$ cat config.mk
export PLATFORM = sky130hd
export DESIGN_NAME = cc_fifo_burst_reader
export DESIGN_NICKNAME = d
export VERILOG_FILES = /design/src/rtl/cc_pkg.sv /design/src/rtl/cc_skid_buf.sv /design/src/rtl/cc_fifo_burst_reader.sv
export SDC_FILE = /design/constraint.sdc
export NUM_CORES = 1
export LEC_CHECK = 0
export BUFFER_PORTS_ARGS = -buffer_cell sky130_fd_sc_hd__buf_2
export CAP_MARGIN = 20
export CORE_MARGIN = 5
export CORE_UTILIZATION = 48
export DETAILED_ROUTE_END_ITERATION = 10
export PLACE_DENSITY = 0.77
export SLEW_MARGIN = 5
export SYNTH_ARGS = -nofsm -noshare
export SYNTH_HDL_FRONTEND = slang
export SYNTH_SLANG_ARGS = --single-unit
$ cat constraint.sdc
create_clock -name clk -period 1.3 [get_ports clk]
set_input_delay 0.325 -clock clk [delete_from_list [all_inputs] [get_ports clk]]
set_output_delay 0.325 -clock clk [all_outputs]
set_load 0.01 [all_outputs]
$ cat src/rtl/cc_pkg.sv
// Shared types and defaults for the cache controller FIFO readers.
// Holds the read-engine state encoding and default widths.
package cc_pkg;

    localparam int CC_DATA_WIDTH = 32;
    localparam int CC_LEN_WIDTH  = 4;

    typedef enum logic {
        S_IDLE,
        S_BURST
    } cc_rd_state_t;

endpackage

$ cat src/rtl/cc_skid_buf.sv
// Two-entry in-order registered buffer, valid/ready on both sides.
// Ports: in_valid/in_data/not_full (write), out_valid/out_data/out_ready (read).
module cc_skid_buf
    import cc_pkg::*;
#(
    parameter int W = CC_DATA_WIDTH + 1
) (
    input  logic         clk,
    input  logic         rst_n,
    input  logic         in_valid,
    input  logic [W-1:0] in_data,
    output logic         not_full,
    output logic         out_valid,
    output logic [W-1:0] out_data,
    input  logic         out_ready
);

    logic [W-1:0] head_q;
    logic [W-1:0] tail_q;
    logic [1:0]   count_q;
    logic         push;
    logic         pop;

    assign not_full  = (count_q != 2'd2);
    assign out_valid = (count_q != 2'd0);
    assign out_data  = head_q;
    assign push      = in_valid & not_full;
    assign pop       = out_valid & out_ready;

    always_ff @(posedge clk) begin
        if (!rst_n) begin
            head_q  <= '0;
            tail_q  <= '0;
            count_q <= 2'd0;
        end else begin
            unique case (count_q)
                2'd0: begin
                    if (push) begin
                        head_q  <= in_data;
                        count_q <= 2'd1;
                    end
                end
                2'd1: begin
                    unique case ({push, pop})
                        // push and pop together: head is replaced, count stays 1
                        2'b11: head_q <= in_data;
                        2'b10: begin
                            tail_q  <= in_data;
                            count_q <= 2'd2;
                        end
                        2'b01: count_q <= 2'd0;
                        default: ;
                    endcase
                end
                2'd2: begin
                    // full: no push possible, drain tail into head
                    if (pop) begin
                        head_q  <= tail_q;
                        count_q <= 2'd1;
                    end
                end
                default: count_q <= 2'd0;
            endcase
        end
    end

endmodule

$ cat src/rtl/cc_fifo_burst_reader.sv
// Burst read engine: pops req_len_i+1 words from a show-ahead FIFO onto a stream.
// Ports: req_* (burst request), fifo_* (FIFO read side), out_* (beat stream), busy_o.
module cc_fifo_burst_reader
    import cc_pkg::*;
#(
    parameter int DATA_WIDTH = CC_DATA_WIDTH,
    parameter int LEN_WIDTH  = CC_LEN_WIDTH
) (
    input  logic                  clk,
    input  logic                  rst_n,
    input  logic                  req_valid_i,
    output logic                  req_ready_o,
    input  logic [LEN_WIDTH-1:0]  req_len_i,
    input  logic                  fifo_empty_i,
    output logic                  fifo_rden_o,
    input  logic [DATA_WIDTH-1:0] fifo_rdata_i,
    output logic                  out_valid_o,
    input  logic                  out_ready_i,
    output logic [DATA_WIDTH-1:0] out_data_o,
    output logic                  out_last_o,
    output logic                  busy_o
);

    cc_rd_state_t         state_q;
    cc_rd_state_t         state_d;
    logic [LEN_WIDTH-1:0] len_q;
    logic [LEN_WIDTH-1:0] cnt_q;
    logic                 req_fire;
    logic                 pop_last;
    logic                 buf_not_full;
    logic                 buf_valid;
    logic [DATA_WIDTH:0]  buf_data;

    assign req_ready_o = (state_q == S_IDLE);
    assign req_fire    = req_valid_i & req_ready_o;
    assign pop_last    = (cnt_q == len_q);
    assign fifo_rden_o = (state_q == S_BURST) & ~fifo_empty_i & buf_not_full;
    assign busy_o      = (state_q == S_BURST) | buf_valid;

    always_ff @(posedge clk) begin
        if (!rst_n) begin
            state_q <= S_IDLE;
        end else begin
            state_q <= state_d;
        end
    end

    always_comb begin
        state_d = state_q;
        unique case (1'b1)
            (state_q == S_IDLE): begin
                if (req_fire) state_d = S_BURST;
            end
            (state_q == S_BURST): begin
                if (fifo_rden_o && pop_last) state_d = S_IDLE;
            end
            default: state_d = S_IDLE;
        endcase
    end

    always_ff @(posedge clk) begin
        if (!rst_n) begin
            len_q <= '0;
            cnt_q <= '0;
        end else if (req_fire) begin
            len_q <= req_len_i;
            cnt_q <= '0;
        end else if (fifo_rden_o) begin
            // the final pop leaves the burst, so a wrap here is never observed
            cnt_q <= cnt_q + 1'b1;
        end
    end

    cc_skid_buf #(
        .W(DATA_WIDTH + 1)
    ) u_buf (
        .clk      (clk),
        .rst_n    (rst_n),
        .in_valid (fifo_rden_o),
        .in_data  ({fifo_rdata_i, pop_last}),
        .not_full (buf_not_full),
        .out_valid(buf_valid),
        .out_data (buf_data),
        .out_ready(out_ready_i)
    );

    assign out_valid_o = buf_valid;
    assign out_data_o  = buf_data[DATA_WIDTH:1];
    assign out_last_o  = buf_data[0];

endmodule

# Word level (Yosys, flattened, before mapping)
# Index checks and enable logic that the tools add are counted.
classes:
  bitwise_logic: 9
  mux: 11
  addsub: 1
  reduce_logical: 8
  eq_ne: 11
op_table:
  columns: ["op", "count"]
  rows:
  - ["2-to-1 mux 33 bit", 3]
  - ["one-hot mux 33 bit (3 select lines)", 1]
  - ["== test 2 bit (second input constant)", 3]
  - ["one-hot mux 2 bit (3 select lines)", 1]
  - ["AND 1 bit", 5]
  - ["adder 4 x 1 -> 4 bit (second input constant)", 1]
  - ["== test 2 x 1 -> 1 bit (second input constant)", 2]
  - ["== test 4 bit", 1]
  - ["2-to-1 mux 2 bit", 2]
  - ["!= test 2 x 1 -> 1 bit (second input constant)", 2]
  - ["!= test 2 bit (second input constant)", 2]
  - ["one-hot mux 2 bit (2 select lines)", 1]
  - ["AND reduction 4 bit", 1]
  - ["!= test 3 x 1 -> 1 bit (second input constant)", 1]
  - ["NOT 1 bit", 3]
  - ["AND reduction 3 bit", 1]
  - ["nonzero test 3 bit", 1]
  - ["zero test 2 bit", 1]
  - ["2-to-1 mux 1 bit", 2]
  - ["one-hot mux 1 bit (2 select lines)", 1]
  - ["AND reduction 2 bit", 1]
  - ["nonzero test 2 bit", 1]
  - ["OR reduction 2 bit", 1]
  - ["logical AND 1 bit", 1]
  - ["OR 1 bit", 1]
totals:
  output_inout_bits: 37
  reg_bits: 77
  elab_cells: 46

# Logic depth before layout (Yosys ltp)
# Gate-level depths: netlist (run 1).
logic_depth:
  ltp_word: 7
  ltp_mapped: 7

# By module
# From an unflattened synthesis (run 1), not the netlist that was laid out.
unflattened:
  cells_unflattened: 363
  hier_area_um2: 3525.9
by_module_without_submodules:
  columns: ["mod", "cells_each", "area_per_inst_um2", "instances"]
  rows:
  - ["cc_skid_buf", 320, 3096.7, 1]
  - ["cc_fifo_burst_reader", 43, 429.2, 1]

# Worst setup path before layout (run 1)
# Ideal clock, no wire load.
synth_timing:
  path_type: "reg-to-reg"
  startpoint: "register u_buf.count_q[1]"
  endpoint: "register u_buf.head_q[10] (netlist: u_buf.out_data[10])"
  setup_slack_ns: -0.156
  path_stages_with_launch: 7
  arrival_time_ns: 1.339
  period_less_slack_ns: 1.456
  n_path_buf: 3
  required_ns: 1.184
  path_cell_list: "dfxtp_1 -> buf_4 -> nor2b_4 -> a211o_1 -> buf_6 -> buf_4 -> o211a_1"
synth_via:
  elab_chain_cells: 6
  word_cells_on_any_way: 15
synth_lines:
  columns: ["element", "line", "text"]
  rows:
  - ["from (decl)", "cc_skid_buf.sv:20", "logic [1:0] count_q;"]
  - ["from (signal assigned)", "cc_skid_buf.sv:34", "count_q <= 2'd0;"]
  - ["from (signal assigned)", "cc_skid_buf.sv:40", "count_q <= 2'd1;"]
  - ["from (signal assigned)", "cc_skid_buf.sv:49", "count_q <= 2'd2;"]
  - ["!= test 2 bit", "cc_skid_buf.sv:24", "assign not_full = (count_q != 2'd2);"]
  - ["AND 1 bit", "cc_fifo_burst_reader.sv:37", "assign fifo_rden_o = (state_q == S_BURST) & ~fifo_empty_i & buf_not_full;"]
  - ["AND 1 bit", "cc_skid_buf.sv:27", "assign push = in_valid & not_full;"]
  - ["== test 2 bit", "cc_skid_buf.sv:44", "unique case ({push, pop})"]
  - ["!= test 2 bit (no line)", null, null]
  - ["AND reduction 4 bit (no line)", null, null]
  - ["to (signal assigned)", "cc_skid_buf.sv:39", "head_q <= in_data;"]
  - ["to (signal assigned)", "cc_skid_buf.sv:46", "2'b11: head_q <= in_data;"]
  - ["to (signal assigned)", "cc_skid_buf.sv:58", "head_q <= tail_q;"]
  - ["to (decl)", "cc_skid_buf.sv:18", "logic [W-1:0] head_q;"]
# Several ways; a longest one is shown, not always the timed one.
# A chain may end at the register's enable or synchronous reset.

# Final worst setup path (run 1)
layout_timing:
  startpoint: "register u_buf.count_q[0]"
  endpoint: "output port busy_o"
layout_via:
  elab_chain_cells: 2
layout_lines:
  columns: ["element", "line", "text"]
  rows:
  - ["nonzero test 2 bit", "cc_skid_buf.sv:25", "assign out_valid = (count_q != 2'd0);"]
  - ["OR 1 bit", "cc_fifo_burst_reader.sv:38", "assign busy_o = (state_q == S_BURST) | buf_valid;"]
  - ["to (decl)", "cc_fifo_burst_reader.sv:21", "output logic busy_o"]
# Every way passes these cells.

==> run metrics, run 1 <==
status finished, violations left; failing checks setup timing; Total Die Area between 8000 and 9000 µm²; IO buf count 77; Pre-antenna DRT Iters 5; Rows 30; Leak Pwr 0.00238 µW; Overflow after GRT 0; P&R area growth vs syn 44.8%; Clock Path Buffers 2; core footprint 6870 µm²; initial antenna violation count 0; main area contributors after synthesis dfxtp_1, nand2_1, o211a_1; worst hold path type in2reg; worst slew pin tran 0.362 ns; via/cell ratio ~5.5; Min Hold Slack ~0.23 ns; post-synthesis register bit count 77; min Tclk post-route roughly 1.6 ns; Clock Skew 0.0108 ns; Ports 78; DRC Markers 0; RePlAce Congestion roughly 0.79; post-DP HPWL 5.26 mm; total number of vias 3294; share of cells above drive strength 1 41.2%; fraction of registers with async set or reset after synthesis 0%; largest net degree at the start of global routing 35; initial core utilization 49.7%; sequential area share after synthesis 45.1%; critical path class reg2out; cell taking the most area after synthesis dfxtp_1; total power about 5600 µW; EDFF count, synth 0; endpoints failing hold 0; Die X approximately 94 µm; number of H-tree levels 3; NumNets Final around 540; Synth Net Count 434; worst r2r dst u_buf.tail_q[11]; average size of a mapped cell ~8.7 µm²; CTS tree done; Worst EP arrival 1.29 ns; Max Slew Vio Count 0; Clock transition at path regs about 0.08 ns; Worst Setup Start Kind register; Worst R2R Setup Slack -0.30 ns; die height approximately 94 µm; post-route clock period utilization 124%; RSZ-0062 raised after global routing yes; Clock Latency Late Sink roughly 0.34 ns; Final Cell Area 4950 µm²; Synth top area share a little under half; crit path capture type output pin; Area after DPL between 3000 and 4000 µm²; Post-DRT Antenna Nets 0; Max Cap Viol 0; root buffer selected by CTS clkbuf_8; library cells used by synthesis 38; Crit Path Max Fanout 4; Num Clock Sinks 77; reg2reg path depth 7; Ant. Diodes 0; Worst Hold Depth 3; WL final around 10 mm; Worst EP required about 0.98 ns; PwrDens 1120 nW/µm²; initial drt markers between 150 and 200; most frequent cells after synthesis nand2_1, dfxtp_1, o211a_1; count leader, synth nand2_1; routed len/inst between 15 and 20 µm; Max Freq slightly above 600 MHz; fin worst setup slack -0.314 ns; first-pass GRT wire length about 15 mm; Slew HR 75.8%; vias in the first global route 3204; Peak VDD IR between 0.7 and 0.8 mV; most used flip-flop cell after synthesis dfxtp_1; Mapped Cells approximately 400; CTS buffer count 9; RR Startpoint u_buf.count_q[1]; Mapped Area 3420 µm²; YS warnings 0; WHS Endpoint u_buf.tail_q[12]; gr usage total around 22%; min-delay src fifo_rdata_i[11]; setup violators final around 70
==> repair_timing <==
item / 4_1_cts / 5_1_grt
setup buffers: 12 / 7
cloned: 8 / 4
hold buffers: 0 / 0
resized for setup: 51 / 59
endpoints found under the setup margin: 75 / 73
pin swaps: 8 / 18
==> registers in the layout, summed over array words and instances, names as in the netlist <==
signal,count
cnt_q,4
u_buf.out_data,33
u_buf.count_q,2
len_q,4
state_q,1
u_buf.tail_q,33
==> worst max-delay path by stage <==
stage               depth (start not counted)              from                  to  slack (ns)
global placement                            7      fifo_empty_i    u_buf.tail_q[31]       -0.21
floorplan                                   6  u_buf.count_q[1]  u_buf.out_data[18]       -0.12
finish                                      3  u_buf.count_q[0]              busy_o       -0.31
global route                                6  u_buf.count_q[1]  u_buf.out_data[23]       -0.39
detailed placement                          7      fifo_empty_i    u_buf.tail_q[25]       -0.26
CTS                                         3  u_buf.count_q[1]              busy_o       -0.32
==> cell families (layout without fill, tap and decap cells) <==
logic type / Yosys count / in the layout / share of synthesized area (%)
AND/OR/NAND/NOR: 194 / 194 / 26.7
flip-flops: 77 / 77 / 45.1
AO/OA/AOI/OAI: 75 / 75 / 18.6
buffers and inverters: 33 / 143 / 5.93
XOR/XNOR: 7 / 7 / 1.79
multiplexers: 5 / 5 / 1.46
adder cells (fa/ha/maj): 1 / 1 / 0.366
==> critical path, stage by stage, from the launching register on <==
cell     delay, ns
dfxtp_4       0.37
buf_6         0.12
or3_1         0.32
buf_2         0.14
==> layout make-up <==
type | instances | area (µm²)
multi-input combinational | 282 | 1900
clock inverter | 6 | 111
timing repair buffer | 126 | 1130
fill | 527 | 1920
inverter | 1 | 3.75
tap | 96 | 120
clock buffer | 10 | 128
sequential | 77 | 1550
==> placed cells by master, fill, tap and decap left out, drive strengths merged, types with 3 or more instances in the layout <==
cell    instances
a21boi         33
a21oi           3
buf           123
bufinv          3
clkbuf         13
dfxtp          77
mux2i           5
nand2         131
nand2b          3
nand3          33
nor2            7
nor2b           7
nor3b           3
o211a          32
xnor2           7
==> where the power goes <==
group,internal (µW),switching [µW]
combinational,454,422
clock,1280,855
sequential,2480,73.2
==> metrics by stage <==
stage / cells / util [%] / setup WS [ns] / TNS, ns
global route: 598 / 72.0 / -0.392 / -21.47
CTS: 592 / 68.3 / -0.325 / -15.42
detailed placement: 556 / 58.0 / -0.256 / -14.14
global placement: 556 / 58.0 / -0.209 / -12.20
floorplan: 392 / - / -0.123 / -3.56
finish: 598 / 72.0 / -0.314 / -16.19
==> metal layers <==
| metal | vias up | wire length [µm] | global-route usage [%] |
|---|---|---|---|
| li1 | 1543 | - | - |
| met1 | 1567 | 3860 | 25.9 |
| met2 | 162 | 5160 | 39.4 |
| met3 | 22 | 848 | 4.78 |
| met4 | 0 | 128 | 4.81 |
| met5 | - | 0 | 0 |
Note: power is estimated with default switching activity, not from simulation.
==> run 2: changes to the inputs <==
- CAP_MARGIN: 20 -> unset
- RECOVER_POWER: unset -> 100
- clock period: 1.3 -> 1.4 ns (I/O delays scaled with it)
==> run 2 against run 1 <==
  * The run still ends with setup timing left
  * Critical path depth increased by 3
  * Non-clock buffer count decreased by 3
  * Sequential cell count unchanged
  * Clock skew down 0.0015 ns
  * Clock power fell by 5%
  * Worst hold slack gained 0.011 ns
  * First-iteration DRC count is 19% higher
  * Via count is 7.3% lower
  * Design area down 6.5%
  * Utilization shrank 4.7 points
  * Highest routed layer unchanged
==> run metrics, run 2 (same netlist as run 1, synthesis figures left out) <==
Worst Setup Start Kind register; Total Die Area approximately 8900 µm²; initial antenna violation count 0; fillcell total roughly 560; GR met2 Demand/Resource between 30% and 40%; DRC Markers 0; Leak Pwr 0.00214 µW; routed len/inst approximately 15 µm; Die X 94.4 µm; most frequent cells in the layout nand2_1, dfxtp_1, buf_2; worst r2r dst u_buf.out_data[9]; placed cell count 557; final core utilization 67.3%; CTS tree done; Ant. Diodes 0; WHS Endpoint u_buf.count_q[1]; gr usage total between 15 and 20%; Setup crit start u_buf.count_q[1]; Worst EP required around 1.6 ns; number of H-tree levels 3; GRT Max-Usage Layer met2; WL final approximately 9 mm; final cell count without fillers 596; Max Freq slightly above 600 MHz; Max Cap Viol 0; Clock Path Buffers 2; status finished, violations left; fin worst setup slack -0.254 ns; total number of vias roughly 3k; NumNets Final around 540; worst hold path type in2reg; Clock Skew roughly 0.009 ns; core footprint 6870 µm²; crit path capture type register; min-delay src out_ready_i; largest net degree at the start of global routing 50; setup violators final 69; first-pass GRT wire length roughly 13 mm; initial drt markers approximately 180; worst slew pin tran ~0.31 ns; reg2reg path depth 6; RePlAce Congestion about 0.74; GRT met3 Usage about 6.3%; Num Clock Sinks 77; Crit Path Max Fanout 7; post-DP HPWL just over 5 mm; Rows 30; IO buf count 77; Pre-antenna DRT Iters 4; total power 5150 µW; Peak VDD IR about 0.83 mV; failing checks setup timing; Max Slew Vio Count 0; share of cells above drive strength 1 26.2%; Clock Latency Late Sink ~0.34 ns; Post-DRT Antenna Nets 0; min Tclk post-route between 1.5 and 2 ns; root buffer selected by CTS clkbuf_8; post-route clock period utilization 118%; endpoints failing hold 0; Ports 78; dpl ws -0.189 ns; GR Util met1 22.8%; Overflow after GRT 0; vias in the first global route 2811; commonest non-fill, non-tap cell in the layout nand2_1; CTS buffer count 9; Worst EP arrival between 1.5 and 2 ns; critical path class reg2reg; Min Hold Slack roughly 0.24 ns; Worst R2R Setup Slack -0.25 ns; PwrDens between 1000 and 1500 nW/µm²; P&R area growth vs syn 35.3%; RR Startpoint u_buf.count_q[1]; RSZ-0062 raised after global routing yes; Slew HR 79.1%; die height 94.4 µm; initial core utilization just under 50%; Clock transition at path regs roughly 0.08 ns; via/cell ratio 5.12; hold buffers post-CTS 0; Worst Hold Depth 2
[run 2: changes by cell type in the layout (fill, tap and decap cells not counted), moves of 2 or more]
| cell | delta |
|---|---|
| nand2_4 | -4 |
| nand3_1 | +9 |
| buf_2 | -33 |
| buf_12 | -5 |
| nand2_2 | -16 |
| clkbuf_1 | +36 |
| nand3_2 | -9 |
| a21boi_2 | -6 |
| buf_16 | -3 |
| nand2_1 | +21 |
| a21boi_1 | +6 |
| buf_6 | +2 |
[run 2: cell type report]
class	count	area, µm²	area share [%]
Sequential cell	77	1550	33.5
Multi-Input combinational cell	283	1750	37.8
Clock buffer	12	145	3.14
Clock inverter	4	95.1	2.06
Inverter	1	3.75	0.0812
Timing Repair Buffer	123	963	20.8
Tap cell	96	120	2.60
[run 2: worst max-delay path, stage by stage, from the launching register on]
cell and delay, ns:
dfxtp_4 0.36, buf_4 0.16, nor4bb_4 0.36, a211o_4 0.28
clkbuf_16 0.19, nand3_1 0.06, o211a_1 0.12
[run 2: per-stage QoR]
stage               setup TNS [ns]  instance area, µm²
floorplan                   -0.371                3440
global placement             -5.56                3970
detailed placement           -7.07                3970
CTS                          -5.06                4370
global route                -13.61                4620
finish                       -9.23                4620
[run 2: how the worst max path moves through the flow]
stage	endpoint	slack [ns]	cells past startpoint
2_1_floorplan	u_buf.out_data[18]	-0.02	6
3_3_place_gp	u_buf.out_data[9]	-0.15	6
3_5_place_dp	u_buf.out_data[26]	-0.19	6
4_1_cts	busy_o	-0.27	3
5_1_grt	busy_o	-0.31	3
6_report	u_buf.out_data[9]	-0.25	6
[run 2: per-layer routing]
metal / part of all wire, % / up-vias
met1: 44 / 1415
met2: 49 / 98
met3: 6.8 / 9
met4: 0.87 / 0
li1: - / 1530
met5: 0 / -
[run 2: power by group]
| group | internal, µW | total (µW) | switching (µW) |
|---|---|---|---|
| clock network | 1230 | 2020 | 783 |
| registers | 2300 | 2370 | 69.9 |
| logic | 398 | 769 | 371 |
| total | 3930 | 5150 | 1220 |
[run 2: repair_timing]
| item | 4_1_cts | 5_1_grt |
|---|---|---|
| buffers inserted | 4 | 9 |
| resized for setup | 28 | 26 |
| pin swaps | 4 | 7 |
| gates cloned | 2 | 8 |
| endpoints found under the setup margin | 69 | 74 |
==> run 3: changes to the inputs <==
- GPL_TIMING_DRIVEN: unset -> 0
==> run 3 against run 2 <==
  * The flow still finishes with violations (setup timing)
  * Count of clock-buffer cells in the layout shrank 2
  * Utilization shrank 2.0 points
  * Setup slack gained 0.054 ns
  * Worst hold slack gained 0.0032 ns
  * Register-to-register slack gained 0.06 ns
  * Critical path type is now reg2out
==> run metrics, run 3 (same netlist as run 1, synthesis figures left out) <==
RePlAce Congestion between 0.7 and 0.8; Max Cap Viol 0; endpoints failing hold 0; fin worst setup slack -0.200 ns; min Tclk post-route between 1.5 and 2 ns; Worst EP required around 1.1 ns; routed len/inst around 15 µm; Clock Skew between 0.005 and 0.006 ns; CTS buffer count 9; DRC Markers 0; Clock Latency Late Sink around 0.35 ns; Post-DRT Antenna Nets 0; Num Clock Sinks 77; number of H-tree levels 3; total power 5060 µW; gr usage total between 20% and 30%; setup violators final 69; Slew HR a little under two thirds; Area after DPL 3940 µm²; Pre-antenna DRT Iters 4; CTS tree done; Ant. Diodes 0; max incr delay on CP between 0.3 and 0.4 ns; CP Cell Sequence buf_6 -> nor2b_4 -> buf_6 -> nor2_4 -> buf_6; post-DP HPWL about 5.7 mm; IO buf count 76; P&R area growth vs syn 31.2%; vias in the first global route between 3k and 4k; fillcell total 589; worst slew pin tran 0.542 ns; Clock Path Buffers 2; total number of vias ~3k; status finished, violations left; Clock transition at path regs approximately 0.080 ns; Max Slew Vio Count 0; final core utilization 65.3%; Ports 78; die height around 94 µm; Min Hold Slack 0.240 ns; register area between 1500 and 2000 µm²; initial antenna violation count 0; dpl ws -0.258 ns; Worst EP arrival approximately 1.3 ns; RSZ-0062 raised after global routing yes; post-route clock period utilization 114%; PwrDens roughly 1100 nW/µm²; Peak VDD IR 1.06 mV; via/cell ratio between 5 and 6; worst hold path type in2reg; root buffer selected by CTS clkbuf_8; Total Die Area 8910 µm²; Multi-input gate area about 1800 µm²; critical path class reg2out; NumNets Final ~540; WL final 8.80 mm; first-pass GRT wire length around 14 mm; share of cells above drive strength 1 between 20% and 30%; Worst Setup Start Kind register; crit path capture type output pin; Die X roughly 94 µm; initial drt markers between 150 and 200; most frequent cells in the layout nand2_1, dfxtp_1, clkbuf_1; failing checks setup timing; Crit Path Max Fanout 5; Final Cell Area 4480 µm²; Rows 30; largest net degree at the start of global routing 14; Max Freq between 600 and 700 MHz; core footprint between 6000 and 7000 µm²; Leak Pwr around 0.0021 µW; Overflow after GRT 0; CP most frequent cell buf_6; initial core utilization between 40% and 50%; Slowest cell on crit path dfxtp_2; commonest non-fill, non-tap cell in the layout nand2_1
[run 3: cell count changes in the layout (fill, tap and decap cells not counted), moves of 4 or more]
cell,previous run,this run
a21boi_1,30,22
a21boi_2,3,11
buf_12,8,2
buf_4,17,11
buf_6,13,7
buf_8,2,10
clkbuf_1,37,44
clkbuf_16,4,0
clkbuf_2,0,5
nand2_1,130,118
nand2_2,1,10
[run 3: metrics by stage]
step	cells	setup TNS, ns
3_3_place_gp	564	-10.47
5_1_grt	594	-14.28
4_1_cts	592	-9.86
2_1_floorplan	392	-0.371
3_5_place_dp	564	-11.28
6_report	594	-10.69
[run 3: power breakdown]
part / switching (µW) / leakage, µW / internal (µW)
combinational: 346 / 0.00133 / 323
clock: 837 / 0.000116 / 1180
sequential: 66.0 / 0.000628 / 2300
total: 1250 / 0.00208 / 3810
[run 3: cell type report]
type | instances | area share, %
well taps | 96 | 2.68
clock buffers | 10 | 2.85
multi-input cells | 282 | 40.0
plain buffers | 31 | 6.36
inverters | 1 | 0.0837
repair buffers | 91 | 11.0
flip-flops and latches | 77 | 34.5
clock inverters | 6 | 2.48
[run 3: path summary, 6_finish.rpt]
| path | from | end | slack [ns] | depth (start not counted) |
|---|---|---|---|---|
| max reg2reg | u_buf.count_q[1] | u_buf.out_data[24] | -0.19 | 7 |
| max | u_buf.count_q[1] | fifo_rden_o | -0.20 | 5 |
| min reg2reg | u_buf.tail_q[25] | u_buf.tail_q[25] | 0.46 | 2 |
| min | fifo_rdata_i[4] | u_buf.tail_q[5] | 0.24 | 3 |
[run 3: critical path: cells and delay by family (launching register included)]
family / cells / cell delay [ns]
buffers and inverters: 3 / 0.36
AND/OR/NAND/NOR: 2 / 0.22
flip-flops: 1 / 0.33
[run 3: what timing repair did]
item                       CTS  global route
setup endpoints to repair   69            74
hold buffers                 0             0
gates resized for setup     43            50
gates cloned                 4             1
pin swaps                    7            11
hold endpoints to repair     0             0
buffers inserted             9             1
[run 3: layer usage]
metal | GRT usage [%] | vias to the layer above | wire length (µm)
li1 | - | 1520 | -
met1 | 25.0 | 1444 | 3840
met2 | 33.7 | 84 | 4310
met3 | 6.37 | 11 | 546
met4 | 5.90 | 0 | 111
met5 | 0 | - | 0
